<file path="src/rtl/im_loader_if.sv">
// Byte-stream input and instruction-memory write port of the program loader.
// Stream rule: a byte moves on a posedge where in_valid and in_ready are both 1; in_ready never depends on in_valid.
interface im_loader_if #(
  parameter int ADDR_W = 7,
  parameter int WORD_W = 15
);
  logic [7:0]        in_data;
  logic              in_valid;
  logic              in_ready;
  logic              im_we;
  logic [ADDR_W-1:0] im_addr;
  logic [WORD_W-1:0] im_wdata;

  modport master (
    output in_data, in_valid,
    input  in_ready, im_we, im_addr, im_wdata
  );

  modport slave (
    input  in_data, in_valid,
    output in_ready, im_we, im_addr, im_wdata
  );
endinterface

</file>
<file path="src/rtl/im_loader.sv">
// Loads a framed byte stream (count, lo/hi word bytes, XOR checksum) into instruction memory
// from address 0, holding the CPU until the load completes or aborts.
module im_loader #(
  parameter int ADDR_W = 7,
  parameter int WORD_W = 15
) (
  input  logic          clk,
  input  logic          rst,
  input  logic          start,
  im_loader_if.slave    bus,
  output logic          cpu_hold,
  output logic          busy,
  output logic          done,
  output logic          error,
  output logic [ADDR_W:0] words_loaded,
  output logic [2:0]    state_dbg
);

  localparam int DEPTH = 1 << ADDR_W;
  localparam int WL    = ADDR_W + 1;
  localparam int CW    = (WL > 8) ? WL : 8;
  // Bits of the hi byte that lie above the instruction word and must be zero.
  localparam logic [7:0] HI_MASK = 8'(8'hFF << (WORD_W - 8));

  typedef enum logic [2:0] {
    S_IDLE  = 3'd0,
    S_COUNT = 3'd1,
    S_LO    = 3'd2,
    S_HI    = 3'd3,
    S_CHECK = 3'd4,
    S_DONE  = 3'd5,
    S_ERR   = 3'd6
  } state_t;

  state_t        state, state_n;
  logic          ready, xfer, accept_start;
  logic          count_bad, hi_bad, last_word, sum_ok;
  logic          enter_done, enter_err;
  logic [CW-1:0] n_ext;
  logic [WL-1:0] count;
  logic [7:0]    lo, checksum;

  assign state_dbg    = state;
  assign bus.in_ready = ready;
  assign n_ext        = CW'(bus.in_data);
  assign count_bad    = (n_ext == '0) || (n_ext > CW'(DEPTH));
  assign hi_bad       = |(bus.in_data & HI_MASK);
  assign last_word    = (words_loaded + WL'(1)) == count;
  assign sum_ok       = (bus.in_data == checksum);
  assign xfer         = bus.in_valid & ready;
  assign accept_start = start && (state == S_IDLE || state == S_DONE || state == S_ERR);
  assign enter_done   = (state_n == S_DONE) && (state != S_DONE);
  assign enter_err    = (state_n == S_ERR) && (state != S_ERR);

  always_ff @(posedge clk) begin
    if (rst) state <= S_IDLE;
    else     state <= state_n;
  end

  always_comb begin
    state_n = state;
    ready   = 1'b0;
    case (state)
      S_IDLE, S_DONE, S_ERR: if (start) state_n = S_COUNT;
      S_COUNT: begin
        ready = 1'b1;
        if (xfer) state_n = count_bad ? S_ERR : S_LO;
      end
      S_LO: begin
        ready = 1'b1;
        if (xfer) state_n = S_HI;
      end
      S_HI: begin
        ready = 1'b1;
        if (xfer) begin
          if (hi_bad)         state_n = S_ERR;
          else if (last_word) state_n = S_CHECK;
          else                state_n = S_LO;
        end
      end
      S_CHECK: begin
        ready = 1'b1;
        if (xfer) state_n = sum_ok ? S_DONE : S_ERR;
      end
      default: state_n = S_IDLE;
    endcase
  end

  always_ff @(posedge clk) begin
    if (rst) begin
      bus.im_we    <= 1'b0;
      bus.im_addr  <= '0;
      bus.im_wdata <= '0;
      cpu_hold     <= 1'b0;
      busy         <= 1'b0;
      done         <= 1'b0;
      error        <= 1'b0;
      words_loaded <= '0;
      count        <= '0;
      lo           <= '0;
      checksum     <= '0;
    end else begin
      bus.im_we <= 1'b0;
      if (accept_start) begin
        done         <= 1'b0;
        error        <= 1'b0;
        words_loaded <= '0;
        checksum     <= '0;
        cpu_hold     <= 1'b1;
        busy         <= 1'b1;
      end
      if (xfer) begin
        case (state)
          S_COUNT: if (!count_bad) count <= WL'(n_ext);
          S_LO: begin
            lo       <= bus.in_data;
            checksum <= checksum ^ bus.in_data;
          end
          S_HI: begin
            checksum <= checksum ^ bus.in_data;
            // Address and count advance together, so im_addr can never pass count-1.
            if (!hi_bad) begin
              bus.im_we    <= 1'b1;
              bus.im_addr  <= words_loaded[ADDR_W-1:0];
              bus.im_wdata <= {bus.in_data[WORD_W-9:0], lo};
              words_loaded <= words_loaded + WL'(1);
            end
          end
          default: ;
        endcase
      end
      if (enter_done) done  <= 1'b1;
      if (enter_err)  error <= 1'b1;
      if (enter_done || enter_err) begin
        cpu_hold <= 1'b0;
        busy     <= 1'b0;
      end
    end
  end

endmodule
</file>
<file path="src/flat_wrapper.sv">
// flat-port wrapper written by rule: the top's interface ports become plain ports
module im_loader_flat 
#(
  parameter int ADDR_W = 7,
  parameter int WORD_W = 15
)
  (clk, rst, start, cpu_hold, busy, done, error, words_loaded, state_dbg, bus_in_data, bus_in_valid, bus_in_ready, bus_im_we, bus_im_addr, bus_im_wdata);
  im_loader_if #(.ADDR_W(ADDR_W), .WORD_W(WORD_W)) bus_i ();
  input  logic clk;
  input  logic rst;
  input  logic start;
  output logic cpu_hold;
  output logic busy;
  output logic done;
  output logic error;
  output logic [ADDR_W:0] words_loaded;
  output logic [2:0] state_dbg;
  input wire logic [$bits(bus_i.in_data)-1:0] bus_in_data;
  input wire logic [$bits(bus_i.in_valid)-1:0] bus_in_valid;
  output wire logic [$bits(bus_i.in_ready)-1:0] bus_in_ready;
  output wire logic [$bits(bus_i.im_we)-1:0] bus_im_we;
  output wire logic [$bits(bus_i.im_addr)-1:0] bus_im_addr;
  output wire logic [$bits(bus_i.im_wdata)-1:0] bus_im_wdata;
  assign bus_i.in_data = bus_in_data;
  assign bus_i.in_valid = bus_in_valid;
  assign bus_in_ready = bus_i.in_ready;
  assign bus_im_we = bus_i.im_we;
  assign bus_im_addr = bus_i.im_addr;
  assign bus_im_wdata = bus_i.im_wdata;
  im_loader #(.ADDR_W(ADDR_W), .WORD_W(WORD_W)) u_core (.clk(clk), .rst(rst), .start(start), .bus(bus_i), .cpu_hold(cpu_hold), .busy(busy), .done(done), .error(error), .words_loaded(words_loaded), .state_dbg(state_dbg));
endmodule
</file>
<file path="config.mk">
export PLATFORM = sky130hd
export DESIGN_NAME = im_loader_flat
export DESIGN_NICKNAME = d
export VERILOG_FILES = /design/src/rtl/im_loader_if.sv /design/src/rtl/im_loader.sv /design/src/flat_wrapper.sv
export SDC_FILE = /design/constraint.sdc
export NUM_CORES = 1
export LEC_CHECK = 0
export BUFFER_PORTS_ARGS = -buffer_cell sky130_fd_sc_hd__buf_2
export CELL_PAD_IN_SITES_DETAIL_PLACEMENT = 1
export CELL_PAD_IN_SITES_GLOBAL_PLACEMENT = 2
export CORE_MARGIN = 4
export CORE_UTILIZATION = 30
export CTS_CLUSTER_SIZE = 12
export DETAILED_ROUTE_END_ITERATION = 16
export PLACE_DENSITY_LB_ADDON = 0.1
export SETUP_SLACK_MARGIN = 0.4
export SYNTH_ARGS = -nofsm -noshare
export SYNTH_HDL_FRONTEND = slang
export SYNTH_SLANG_ARGS = --single-unit
export TNS_END_PERCENT = 100
</file>
<file path="constraint.sdc">
create_clock -name clk -period 3 [get_ports clk]
set_input_delay 0.3 -clock clk [delete_from_list [all_inputs] [get_ports clk]]
set_output_delay 0.3 -clock clk [all_outputs]
set_load 0.02 [all_outputs]
</file>
# == Word level (Yosys, flattened, before mapping) ==
# Index checks and enable logic that the tools add are counted.
# totals
ff_bits,61
wordCells,72
input_bits,12
out_inout_bits,39
# op_classes
bitwise,6
magnitude_cmp,1
add_sub_neg,1
mux,22
n_reduce_logical,19
n_eq_ne,12
# ops
op,n
$mux W8,7
$mux W3,8
$eq A8 B8 Y1,2
$eq A3 B3 Y1 const B,5
$pmux W3 S5,1
$add A8 B1 Y8 const B,1
$gt A8 B8 Y1 const B,1
$logic_not A8 Y1,1
$xor A8 B8 Y8,1
$eq A3 B2 Y1 const B,2
$ne A3 B3 Y1 const B,2
$reduce_and A3 Y1,2
$reduce_or A3 Y1,2
$mux W1,5
$logic_or A1 B1 Y1,4
$not A1 Y1,4
$reduce_bool A2 Y1,2
$reduce_or A2 Y1,2
$reduce_or A4 Y1,1
$eq A3 B1 Y1 const B,1
$logic_and A1 B1 Y1,3
$logic_not A3 Y1,1
$mux W2,1
$reduce_and A2 Y1,1
$and A1 B1 Y1,1

# == Depth between registers and ports, before layout ==
# logic_depth
depth_word,10
ltp_mapped,8
mapped_depth_nobuf,7

# == Worst setup path after synthesis ==
# OpenSTA, ideal clock, no wires.
# synth_path
kind,register to register
start,reg u_core.words_loaded[0]
end,reg u_core.error
setup_ns,0.127
path_stages_with_launch,7
setup_slack_ns,0.863
t_arrival_ns,2.009
path_buffers,0
period_less_slack_ns,2.137
t_required_ns,2.873
path_cell_list,dfxtp_1 > ha_1 > xor2_1 > a2111o_1 > or4_1 > o211ai_2 > o41ai_1
# synth_between
elab_chain_cells,9
word_cells_on_any_way,10
classes_between,add/sub: 1; eq/ne: 2; mux: 5; reduce/logical: 2
# synth_lines
element,line_no,text
start: declaration,im_loader.sv:15,"output logic [ADDR_W:0] words_loaded,"
start signal: assignment,im_loader.sv:126,words_loaded <= words_loaded + WL'(1);
$add A8 B1 Y8 *,im_loader.sv:48,assign last_word = (words_loaded + WL'(1)) == count;
$eq A8 B8 Y1 *,im_loader.sv:48,
$mux W3 *,im_loader.sv:77,else if (last_word) state_n = S_CHECK;
$mux W3 *,im_loader.sv:76,if (hi_bad) state_n = S_ERR;
$mux W3 *,im_loader.sv:75,if (xfer) begin
$pmux W3 S5 *,im_loader.sv:63,case (state)
$eq A3 B3 Y1 *,im_loader.sv:53,assign enter_err = (state_n == S_ERR) && (state != S_ERR);
$logic_and A1 B1 Y1 *,im_loader.sv:53,
$mux W1 / $reduce_bool A2 Y1 (equally long branches),n/a,
end signal: assignment,im_loader.sv:97,error <= 1'b0;
end signal: assignment,im_loader.sv:106,error <= 1'b0;
end signal: assignment,im_loader.sv:133,if (enter_err) error <= 1'b1;
end: declaration,im_loader.sv:14,"output logic error,"
# Mark *: on every way between the ends. The rest lies on a longest branch, timed or not.
# A chain may end at the register's enable or synchronous reset.

# == Worst setup path in the final report ==
# layout_path
start,reg u_core.words_loaded[0]
end,reg u_core.busy
# layout_between
elab_chain_cells,10
word_cells_on_any_way,12
classes_between,add/sub: 1; eq/ne: 3; mux: 4; reduce/logical: 4
# layout_lines
element,line_no,text
$add A8 B1 Y8 *,im_loader.sv:48,
$eq A8 B8 Y1 *,im_loader.sv:48,
$mux W3 *,im_loader.sv:77,
$mux W3 *,im_loader.sv:76,
$mux W3 *,im_loader.sv:75,
$pmux W3 S5 *,im_loader.sv:63,
"$eq A3 B3 Y1, on equally long branches","im_loader.sv:52, im_loader.sv:53",
"$logic_and A1 B1 Y1, on equally long branches","im_loader.sv:52, im_loader.sv:53",
$logic_or A1 B1 Y1 *,im_loader.sv:134,if (enter_done || enter_err) begin
$reduce_or A2 Y1 (no line) *,n/a,
end signal: assignment,im_loader.sv:95,busy <= 1'b0;
end signal: assignment,im_loader.sv:110,busy <= 1'b1;
end signal: assignment,im_loader.sv:136,busy <= 1'b0;
end: declaration,im_loader.sv:12,"output logic busy,"
# Marks and branches as above.

==> run summary <==
PLACED DESIGN
---------------------------------------------------------------------------------
Routability Congestion                                                      0.791
Dpl cell area                                                            3190 um2
Count of buffers inserted at the top-level ports                               50
Final HPWL DP                                                             5.90 mm

CLOCK TREE
---------------------------------------------------------------------------------
Clk Latency, worst-skew pair                                              0.34 ns
# H-tree levels                                                                 3
Sinks on the clock net                                                         61
Longest Clk Path Bufs                                                           2
Clock root cell                                                      sky130_fd_sc_hd__clkbuf_8
CTS tree                                                                    built
Number of buffers added by the clock tree synthesis step                        9
Clk pin slew, worst setup/hold paths                                      0.08 ns
Total of hold buffers inserted after clock tree synthesis                       0

STA
---------------------------------------------------------------------------------
Number of hold violations in the final report                                   0
Count of final max-slew check failures                                          0
Total setup violations reported at the end of the flow                          0
Clock skew after layout                                                 0.0114 ns
Relative slew margins                                                       57.9%
Total negative slack for setup checks                                        0 ns
Setup repair after global routing missed its margin                         false
Minimum clock period                                                      2.37 ns
Transition at the pin with the smallest max-transition slack             0.631 ns
Max Clock Freq                                                            423 MHz
Part of the cycle the worst path needs                                      78.9%

OUTCOME
---------------------------------------------------------------------------------
Run status                                                           complete, no violations

GRT
---------------------------------------------------------------------------------
Gr usage total                                                              15.4%
Antenna violations before repair                                                0
Maximum number of pins on one net before global-route repair                   34
Number of global-route vias before repair                                    2573
Total congestion overflow                                                       0
First-pass GRT wire length                                                13.6 mm

FINAL LAYOUT
---------------------------------------------------------------------------------
Area growth syn-to-layout                                                   20.2%
Nets@finish                                                                   424
Filler Cell Count                                                            1151
Sequential cell area in the final layout                                 1220 um2
Number of inserted diodes                                                       0
Area used by multi-input combinational logic                             1480 um2
Share of cells above drive strength 1                                       20.0%
Cell area after layout                                                   3420 um2

POWER
---------------------------------------------------------------------------------
Switching component of the power                                       0.000602 W
Part of the power in the clock network                                      41.0%
Leak pwr                                                                  1.33 nW
Net switching share of the total power                                      29.7%
Power share of the sequential group                                         43.4%
Combinational share of power                                                15.6%
Cell-internal power                                                     0.00142 W
Worst voltage drop across the vdd grid                                   0.226 mV
Pwr Density                                                            592 nW/um2

DRT
---------------------------------------------------------------------------------
Antenna viol nets, final                                                        0
Number of vias in the routed layout                                          2667
# DRC                                                                           0
Drt via density                                                              4.89
First DRT Iteration DRCs                                                       54
Detailed Route WL                                                         8.36 mm
Pre-antenna DRT Iters                                                           5
WL per Instance                                                           15.3 um

YOSYS
---------------------------------------------------------------------------------
Post-Syn Area per Cell                                                   7.70 um2
Top FF cell, synth                                                   sky130_fd_sc_hd__dfxtp_1
Total nets after synthesis                                                    382
Flops & latches, synth                                                         61
Area of the mapped netlist                                               2840 um2
Synthesized netlist cell count                                                369
Number of different library cells in the post-synthesis netlist                47
Fraction of synthesis flops using an asynchronous set or reset pin             0%
Synth Area in XOR/XNOR                                                      3.35%
Synth Warn #                                                                    0
Portion of the post-synthesis area used by sequential elements              43.0%
Share of synthesized cell area in and, or, nand and nor gates               27.5%
Multiplexer area fraction after synthesis                                   2.82%
Combinational family with the most area after synthesis              simple AND/OR/NAND/NOR gates
Count of flip-flops with a built-in enable after synthesis                      0
Share of the synthesized area in compound gates (AO/OA/AOI/OAI)             17.6%
Adder-cell area share of the yosys netlist                                 0.792%

WORST SETUP PATH
---------------------------------------------------------------------------------
Nature of the critical path endpoint                                    flip-flop
Startpoint type of the worst setup path                                 flip-flop
Category of the critical setup timing path                                reg2reg
Max Fanout on Critical Path                                                     8
Required time at the endpoint of the critical path                        3.23 ns
WP data arrival                                                           2.60 ns

HOLD PATH
---------------------------------------------------------------------------------
Class of the tightest hold or removal check                                in2reg

DIE
---------------------------------------------------------------------------------
Die Ht                                                                     105 um
Effective utilization at floorplan                                          30.8%
Std cell rows                                                                  35
Area inside the core boundary                                            9240 um2
Die extent in x                                                            105 um
Ports                                                                          51
Floorplan die area                                                      11100 um2

FLOW RUN
---------------------------------------------------------------------------------
Maximum Capacitance Violations                                                  0

[cells in the mapped netlist (2+ instances only)]
cell type,instances,area (um2)
sky130_fd_sc_hd__a31oi_1,2,12.5
sky130_fd_sc_hd__and2_1,4,25.0
sky130_fd_sc_hd__buf_4,3,22.5
sky130_fd_sc_hd__and3_1,7,43.8
sky130_fd_sc_hd__or3_1,5,31.3
sky130_fd_sc_hd__or4_1,3,22.5
sky130_fd_sc_hd__mux2i_1,8,80.1
sky130_fd_sc_hd__xor2_1,3,26.3
sky130_fd_sc_hd__buf_1,2,7.51
sky130_fd_sc_hd__o21ai_0,22,110
sky130_fd_sc_hd__inv_1,6,22.5
sky130_fd_sc_hd__nand3_1,7,35.0
sky130_fd_sc_hd__a21oi_1,51,255
sky130_fd_sc_hd__xnor2_1,6,52.6
sky130_fd_sc_hd__nor3_1,3,15.0
sky130_fd_sc_hd__and2_0,2,12.5
sky130_fd_sc_hd__nor2_1,29,109
sky130_fd_sc_hd__nand2_1,76,285
sky130_fd_sc_hd__o41ai_1,2,17.5
sky130_fd_sc_hd__o2111ai_1,2,17.5
sky130_fd_sc_hd__clkbuf_1,21,78.8
sky130_fd_sc_hd__nand3b_1,4,30.0
sky130_fd_sc_hd__nor4_1,2,12.5
sky130_fd_sc_hd__and3_2,2,15.0
sky130_fd_sc_hd__dfxtp_1,61,1220
sky130_fd_sc_hd__nand2b_1,8,50.1
sky130_fd_sc_hd__nor2b_1,8,50.1
[stage by stage]
step	setup WS [ns]	hold slack [ns]	power (W)	util (%)	std cells
floorplan	0.863	0.432	0.00111	-	369
global placement	0.653	0.438	0.00121	34.6	529
detailed placement	0.610	0.445	0.00122	34.6	529
CTS	0.581	0.248	0.00206	37.0	545
global route	0.427	0.271	0.00213	37.0	545
finish	0.634	0.268	0.00202	37.0	545
[worst paths after layout]
kind,slack [ns],end,from,cells past startpoint
setup / recovery,0.63,u_core.busy$_SDFFE_PP0P_,u_core.words_loaded[0]$_SDFF_PP0_,7
hold / removal,0.27,u_core.lo[6]$_SDFFE_PP0P_,bus_in_data[6],3
setup reg to reg,0.63,u_core.busy$_SDFFE_PP0P_,u_core.words_loaded[0]$_SDFF_PP0_,7
hold reg to reg,0.45,u_core.bus.im_wdata[7]$_SDFFE_PP0P_,u_core.lo[7]$_SDFFE_PP0P_,2
[repair_timing]
| action | CTS | global route |
|---|---|---|
| endpoints found under the setup margin | 0 | 1 |
| setup buffers | 0 | 0 |
| resized for setup | 0 | 1 |
[layout by cell type, fill, tap and decap left out, types with 2 or more instances in the layout]
cell type                    netlist  routed
sky130_fd_sc_hd__a21oi_1          51      51
sky130_fd_sc_hd__a31oi_1           2       2
sky130_fd_sc_hd__and2_0            2       2
sky130_fd_sc_hd__and2_1            4       4
sky130_fd_sc_hd__and3_1            7       7
sky130_fd_sc_hd__and3_2            2       2
sky130_fd_sc_hd__buf_2             0      50
sky130_fd_sc_hd__buf_4             3       8
sky130_fd_sc_hd__bufinv_16         0       2
sky130_fd_sc_hd__clkbuf_8          0       9
sky130_fd_sc_hd__clkinvlp_4        0       2
sky130_fd_sc_hd__dfxtp_1          61      60
sky130_fd_sc_hd__inv_1             6       6
sky130_fd_sc_hd__inv_6             0       2
sky130_fd_sc_hd__mux2i_1           8       8
sky130_fd_sc_hd__nand2_1          76      76
sky130_fd_sc_hd__nand2b_1          8       8
sky130_fd_sc_hd__nand3_1           7       7
sky130_fd_sc_hd__nand3b_1          4       4
sky130_fd_sc_hd__nor2_1           29      29
sky130_fd_sc_hd__nor2b_1           8       8
sky130_fd_sc_hd__nor3_1            3       3
sky130_fd_sc_hd__nor4_1            2       2
sky130_fd_sc_hd__o2111ai_1         2       2
sky130_fd_sc_hd__o21ai_0          22      22
sky130_fd_sc_hd__o41ai_1           2       2
sky130_fd_sc_hd__or3_1             5       5
sky130_fd_sc_hd__or4_1             3       3
sky130_fd_sc_hd__xnor2_1           6       6
sky130_fd_sc_hd__xor2_1            3       3
[flip-flops by register name, summed over array words and instances (netlist names)]
register / flops
u_core.checksum: 8
u_core.words_loaded: 8
u_core.bus.im_we: 1
u_core.state_dbg: 3
u_core.bus.im_wdata: 15
u_core.bus.im_addr: 7
u_core.error: 1
u_core.done: 1
u_core.busy: 1
u_core.lo: 8
u_core.count: 8
[power groups by stage]
stage / logic, W / clock network, W / registers [W]
2_1_floorplan: 0.000208 / 0 / 0.000902
4_1_cts: 0.000320 / 0.000857 / 0.000879
6_report: 0.000316 / 0.000830 / 0.000878
3_5_place_dp: 0.000319 / 0 / 0.000898
3_3_place_gp: 0.000316 / 0 / 0.000897
5_1_grt: 0.000350 / 0.000900 / 0.000885
[kinds of logic (layout without fill, tap and decap cells)]
kind of cell | count (synthesis) | count (layout)
multiplexers | 8 | 8
AO/OA/AOI/OAI | 89 | 89
adder cells (fa/ha/maj) | 2 | 2
flip-flops | 61 | 61
buffers and inverters | 33 | 80
XOR/XNOR | 10 | 10
AND/OR/NAND/NOR | 166 | 166
[routing by layer]
layer / part of all wire (%) / track usage [%]
met1: 48 / 20.4
met2: 48 / 25.1
met3: 2.8 / 3.00
met4: 1.2 / 5.34
met5: 0 / 0
[layout make-up]
cell class,instances,area share [%]
clock buffers,9,3.63
clock inverters,7,2.86
inverters,6,0.659
multi-input cells,275,43.3
flip-flops and latches,61,35.8
well taps,129,4.72
repair buffers,58,9.08
[worst max-delay path, cell delays in order (launching register included)]
cell,delay [ns]
sky130_fd_sc_hd__dfxtp_1,0.49
sky130_fd_sc_hd__ha_1,0.33
sky130_fd_sc_hd__and3_2,0.23
sky130_fd_sc_hd__nand3_1,0.16
sky130_fd_sc_hd__xnor2_1,0.19
sky130_fd_sc_hd__o41ai_1,0.31
sky130_fd_sc_hd__a31oi_1,0.23
sky130_fd_sc_hd__o31a_1,0.32
Power figures use the tool's default switching activity.
